[src/rtl/wb_regfile.sv]
// wb_regfile: write-back stage register file.
// Decodes the W-stage instruction into a write enable and destination, commits
// write-back data into the GPR array, serves two D-stage read ports with a
// same-cycle W->D bypass, and counts retired (non-nop) instructions.
// Optional feature: define WB_TRACE_EN to print each committed GPR write
// in simulation; the default build has no trace and is fully synthesizable.
module wb_regfile #(
    parameter int DW    = 32,
    parameter int AW    = 5,
    parameter int CNT_W = 32
) (
    input  logic             clk,
    input  logic             reset,
    input  logic [31:0]      w_pc,
    input  logic [31:0]      w_instr,
    input  logic [DW-1:0]    w_data,
    input  logic [AW-1:0]    d_rs_addr,
    input  logic [AW-1:0]    d_rt_addr,
    output logic [DW-1:0]    d_rs_data,
    output logic [DW-1:0]    d_rt_data,
    output logic             w_we,
    output logic [AW-1:0]    w_dst,
    output logic [CNT_W-1:0] retire_cnt
);

    localparam int NREG = 2 ** AW;

    localparam logic [5:0] OP_RTYPE = 6'b000000;
    localparam logic [5:0] OP_ORI   = 6'b001101;
    localparam logic [5:0] OP_LW    = 6'b100011;
    localparam logic [5:0] OP_LUI   = 6'b001111;
    localparam logic [5:0] OP_JAL   = 6'b000011;
    localparam logic [5:0] FN_ADD   = 6'b100000;
    localparam logic [5:0] FN_SUB   = 6'b100010;

    logic [DW-1:0]    r_gpr [NREG];
    logic [CNT_W-1:0] r_retire_cnt;

    logic [5:0]       w_op;
    logic [5:0]       w_funct;
    logic             w_commit;

    assign w_op     = w_instr[31:26];
    assign w_funct  = w_instr[5:0];
    // A write only lands in the array when it targets a real register.
    assign w_commit = w_we && (w_dst != '0);

    // Decode the W-stage instruction into write enable and destination register.
    always_comb begin
        w_we  = 1'b0;
        w_dst = '0;
        if (w_op == OP_RTYPE && (w_funct == FN_ADD || w_funct == FN_SUB)) begin
            w_we  = 1'b1;
            w_dst = AW'(w_instr[15:11]);
        end else if (w_op == OP_ORI || w_op == OP_LW || w_op == OP_LUI) begin
            w_we  = 1'b1;
            w_dst = AW'(w_instr[20:16]);
        end else if (w_op == OP_JAL) begin
            w_we  = 1'b1;
            w_dst = AW'(5'd31);
        end
    end

    // Commit write-back data into the GPR array; reset clears every entry and drops the write.
    always_ff @(posedge clk) begin
        if (reset) begin
            for (int i = 0; i < NREG; i++) begin
                r_gpr[i] <= '0;
            end
        end else if (w_commit) begin
            r_gpr[w_dst] <= w_data;
        end
    end

    // Count every non-nop instruction reaching W; wraps naturally at the counter width.
    always_ff @(posedge clk) begin
        if (reset) begin
            r_retire_cnt <= '0;
        end else if (w_instr != 32'd0) begin
            r_retire_cnt <= r_retire_cnt + CNT_W'(1);
        end
    end

    assign retire_cnt = r_retire_cnt;

    // Read ports: $0 is hard-wired to zero, a same-cycle W write bypasses the array.
    assign d_rs_data = (d_rs_addr == '0)                ? '0     :
                       (w_we && (w_dst == d_rs_addr))   ? w_data :
                                                          r_gpr[d_rs_addr];
    assign d_rt_data = (d_rt_addr == '0)                ? '0     :
                       (w_we && (w_dst == d_rt_addr))   ? w_data :
                                                          r_gpr[d_rt_addr];

`ifdef WB_TRACE_EN
    // Simulation trace of every write that actually lands in the array.
    always_ff @(posedge clk) begin
        if (!reset && w_commit) begin
            $display("@%h: $%d <= %h", w_pc, w_dst, w_data);
        end
    end
`else
    // The PC is only needed for the trace.
    logic w_unused_pc;
    assign w_unused_pc = ^w_pc;
`endif

endmodule

[config.mk]
export PLATFORM = sky130hd
export DESIGN_NAME = wb_regfile
export DESIGN_NICKNAME = d
export VERILOG_FILES = /design/src/rtl/wb_regfile.sv
export SDC_FILE = /design/constraint.sdc
export NUM_CORES = 2
export LEC_CHECK = 0
export BUFFER_PORTS_ARGS = -buffer_cell sky130_fd_sc_hd__buf_4
export CORE_ASPECT_RATIO = 0.6
export CORE_UTILIZATION = 31
export DETAILED_ROUTE_END_ITERATION = 10
export PLACE_DENSITY = 0.5
export SETUP_SLACK_MARGIN = 0.1
export SYNTH_ARGS = -nofsm -noshare
export SYNTH_HDL_FRONTEND = slang
export SYNTH_SLANG_ARGS = --single-unit
[constraint.sdc]
create_clock -name clk -period 3.44 [get_ports clk]
set_clock_uncertainty 0.1 [all_clocks]
set_input_delay 0.516 -clock clk [delete_from_list [all_inputs] [get_ports clk]]
set_output_delay 0.516 -clock clk [all_outputs]
set_load 0.02 [all_outputs]
==> qor.yml <==
die_w_um: 546
mostFrequentLayoutCells: "nor2_1 (1057), edfxtp_1 (1024), mux4_2 (562)"
drive_gt1_frac: 0.372
multiInputGateArea_mm2: 0.0236
power_per_cell_area_mw_per_mm2: 459
r2r_start: "retire_cnt[3]"
finalSetupTns_ps: -9550
hold_path_end: "retire_cnt[7]"
yosysSeqAreaShare: 0.570
post-route-period-util: 1.06
worstSkewPairLatency_ps: 730
min_period_ps: 3650
maxCapViolCount: 0
grt-ovfl-total: 0
finalSetupViolCount: 64
routed-via-count: 40100
worstRegToRegCells: 6
grt_use_total: 0.258
route.detailed.drc: 4
ys_ff_latch: 1056
areaGrowthSynthToFinish_pct: 27.0
wire_per_inst_um: 34.7
seqPwrFrac: 0.470
dieArea_mm2: 0.179
dpl.hpwl_mm: 150
arrival_ps: 3030
drt_iter0_drc: 6205
htreeDepth: 3
synthFlopType: "edfxtp_1"
cts-root-buf: "clkbuf_16"
finalNetCount: 4406
grt_pass1_wl_mm: 322
synth_async_sr_flop_share: 0
required_ps: 2820
timing.rr.end: "retire_cnt[30]"
final-seq-area_mm2: 0.0314
viasPerCell: 5.94
clockPowerShare: 0.370
fmax_mhz: 274
pwr-share-comb: 0.160
ctsHoldBuffers: 0
gp_congestion: 0.845
crit_path_end_kind: "primary output"
critPathKind: "in -> out"
yosysWarnings: 0
rows: 119
cts_buffers: 103
totalWireLength_mm: 234
cp_max_fo: 5
drtPass1Iterations: 8
initial_core_util: 0.313
grt_max_degree: 97
min_path_cells: 2
final_util: 0.398
syn_area_mm2: 0.0550
reg2reg_slack_ps: 640
p_sw_mw: 8.45
hold_ws_ps: 55.7
holdCritStartpoint: "reset"
core_mm2: 0.176
cts_buffer_depth: 3
path_clk_slew_ps: 80
antenna_left: 0
syn_inst: 3807
syn-mean-instance-area_um2: 14.5
cp-start-kind: "input port"
final_common_cell: "nor2_1"
synthDistinctLibCells: 60
boundaryPins: 210
slew_viol_final: 0
ir_drop_uv: 361
antenna_found_initial: 6
hold_viol: 0
hp-class: "in -> reg"
clkSinkCount: 1056
die_y_um: 328
cts_tree: "done"
p_int_mw: 23.6
tightest_slew_ps: 715
fill_cells: 16100
grt_pass1_vias: 38600
violations: "design-rule violations, negative setup slack"
synth-edff-count: 1024
setup_ws_ps: -209
status: "complete, but fails checks"
leakage_nw: 23.0
rsz0062_at_grt: "true"
timing.slew.headroom: 0.524
switching_share: 0.263
io_buffers: 177
==> layout make-up <==
cell class                      count  area share
Clock inverter                     54     0.00852
Antenna cell                        3    0.000107
Inverter                           14    0.000841
Tap cell                         2359      0.0422
Sequential cell                  1056       0.449
Multi-Input combinational cell   2431       0.338
Clock buffer                      134      0.0391
Timing Repair Buffer              691       0.122
==> power by group through the flow <==
| stage | logic, mW | registers (mW) | clock network (mW) |
|---|---|---|---|
| finish | 5.13 | 15.1 | 11.9 |
| global route | 5.29 | 15.1 | 12.4 |
| CTS | 5.05 | 15.1 | 12.0 |
| detailed placement | 4.77 | 15.3 | 0 |
| global placement | 4.78 | 15.3 | 0 |
| floorplan | 2.51 | 15.2 | 0 |
==> Yosys cell counts (all sizes together), types with 3 or more instances <==
master | instances | area share
nand4 | 44 | 0.0051
clkinv | 3 | 0.00020
mux2 | 57 | 0.012
nand2 | 146 | 0.010
nand3 | 17 | 0.0015
xnor2 | 8 | 0.0013
or2 | 3 | 0.00034
a221oi | 50 | 0.0080
and4 | 6 | 0.00095
a22oi | 9 | 0.0013
or4 | 4 | 0.00055
nor3 | 48 | 0.0044
o21a | 26 | 0.0035
clkbuf | 172 | 0.012
xor2 | 17 | 0.0027
mux4 | 562 | 0.23
a21oi | 62 | 0.0056
nor4 | 8 | 0.0017
o31ai | 32 | 0.0044
o21ai | 18 | 0.0016
a21o | 34 | 0.0046
buf | 165 | 0.014
nor2b | 4 | 0.00045
mux2i | 99 | 0.018
a2bb2oi | 3 | 0.00048
edfxtp | 1024 | 0.56
o211ai | 3 | 0.00041
inv | 11 | 0.00075
dfxtp | 32 | 0.012
and3b | 33 | 0.0053
nor2 | 1066 | 0.073
a2111oi | 3 | 0.0012
or3 | 11 | 0.0013
==> metrics by stage <==
step	worst slack (ps)	std cells	power (mW)	cell area (um^2)
global placement	-304	6478	20.1	64400
finish	-209	6742	32.1	69900
global route	-296	6741	32.9	69900
floorplan	3.84	3838	17.7	55400
detailed placement	-282	6478	20.1	64400
CTS	-160	6729	32.1	69600
==> registers in the layout, summed over array words and instances (netlist names) <==
signal / cells
retire_cnt: 32
r_gpr: 1024
==> worst max-delay path, cell delays in order <==
cell       delay, ps
buf_6            100
nor4_4           280
buf_4            180
nand4_4          160
buf_4            200
buf_6            110
a2111oi_4        190
a2bb2oi_2        180
o211a_4          200
buf_12           170
buf_12           150
buf_12           150
nand4_1          160
o31ai_4          110
buf_6            150
==> how the worst max path moves through the flow <==
| stage | start | endpoint | slack (ps) | depth (start not counted) |
|---|---|---|---|---|
| final | w_instr[3] | d_rt_data[7] | -210 | 15 |
| after global routing | w_instr[3] | d_rt_data[9] | -300 | 15 |
| after CTS | r_gpr[16][0] | d_rs_data[0] | -160 | 7 |
| after detailed placement | w_instr[27] | d_rs_data[24] | -280 | 13 |
| after global placement | w_instr[27] | d_rs_data[24] | -300 | 13 |
| after floorplan | w_instr[27] | d_rt_data[10] | 4 | 10 |
==> logic make-up after synthesis <==
family,Yosys count,synth area share
simple gates,1404,0.106
buf+inv,351,0.0268
compound gates,251,0.0329
fa+ha+maj,1,0.000227
other cells,1,0.0000681
flops,1056,0.570
mux,718,0.260
xor+xnor,25,0.00398
==> metal layers <==
metal,vias to the layer above,share of wire,track usage,routed length [um]
li1,15800,-,-,-
met1,21300,0.44,0.390,103000
met2,2624,0.42,0.368,98500
met3,321,0.11,0.0624,26300
met4,0,0.026,0.0628,5970
met5,-,0,0,0
==> repair_timing <==
action                                  4_1_cts  5_1_grt
gates resized for setup                     213       34
pin swaps                                    53       23
buffers inserted                             50        8
gates cloned                                 14        3
endpoints found under the setup margin       64       64
Note: power is estimated with default switching activity, not from simulation.
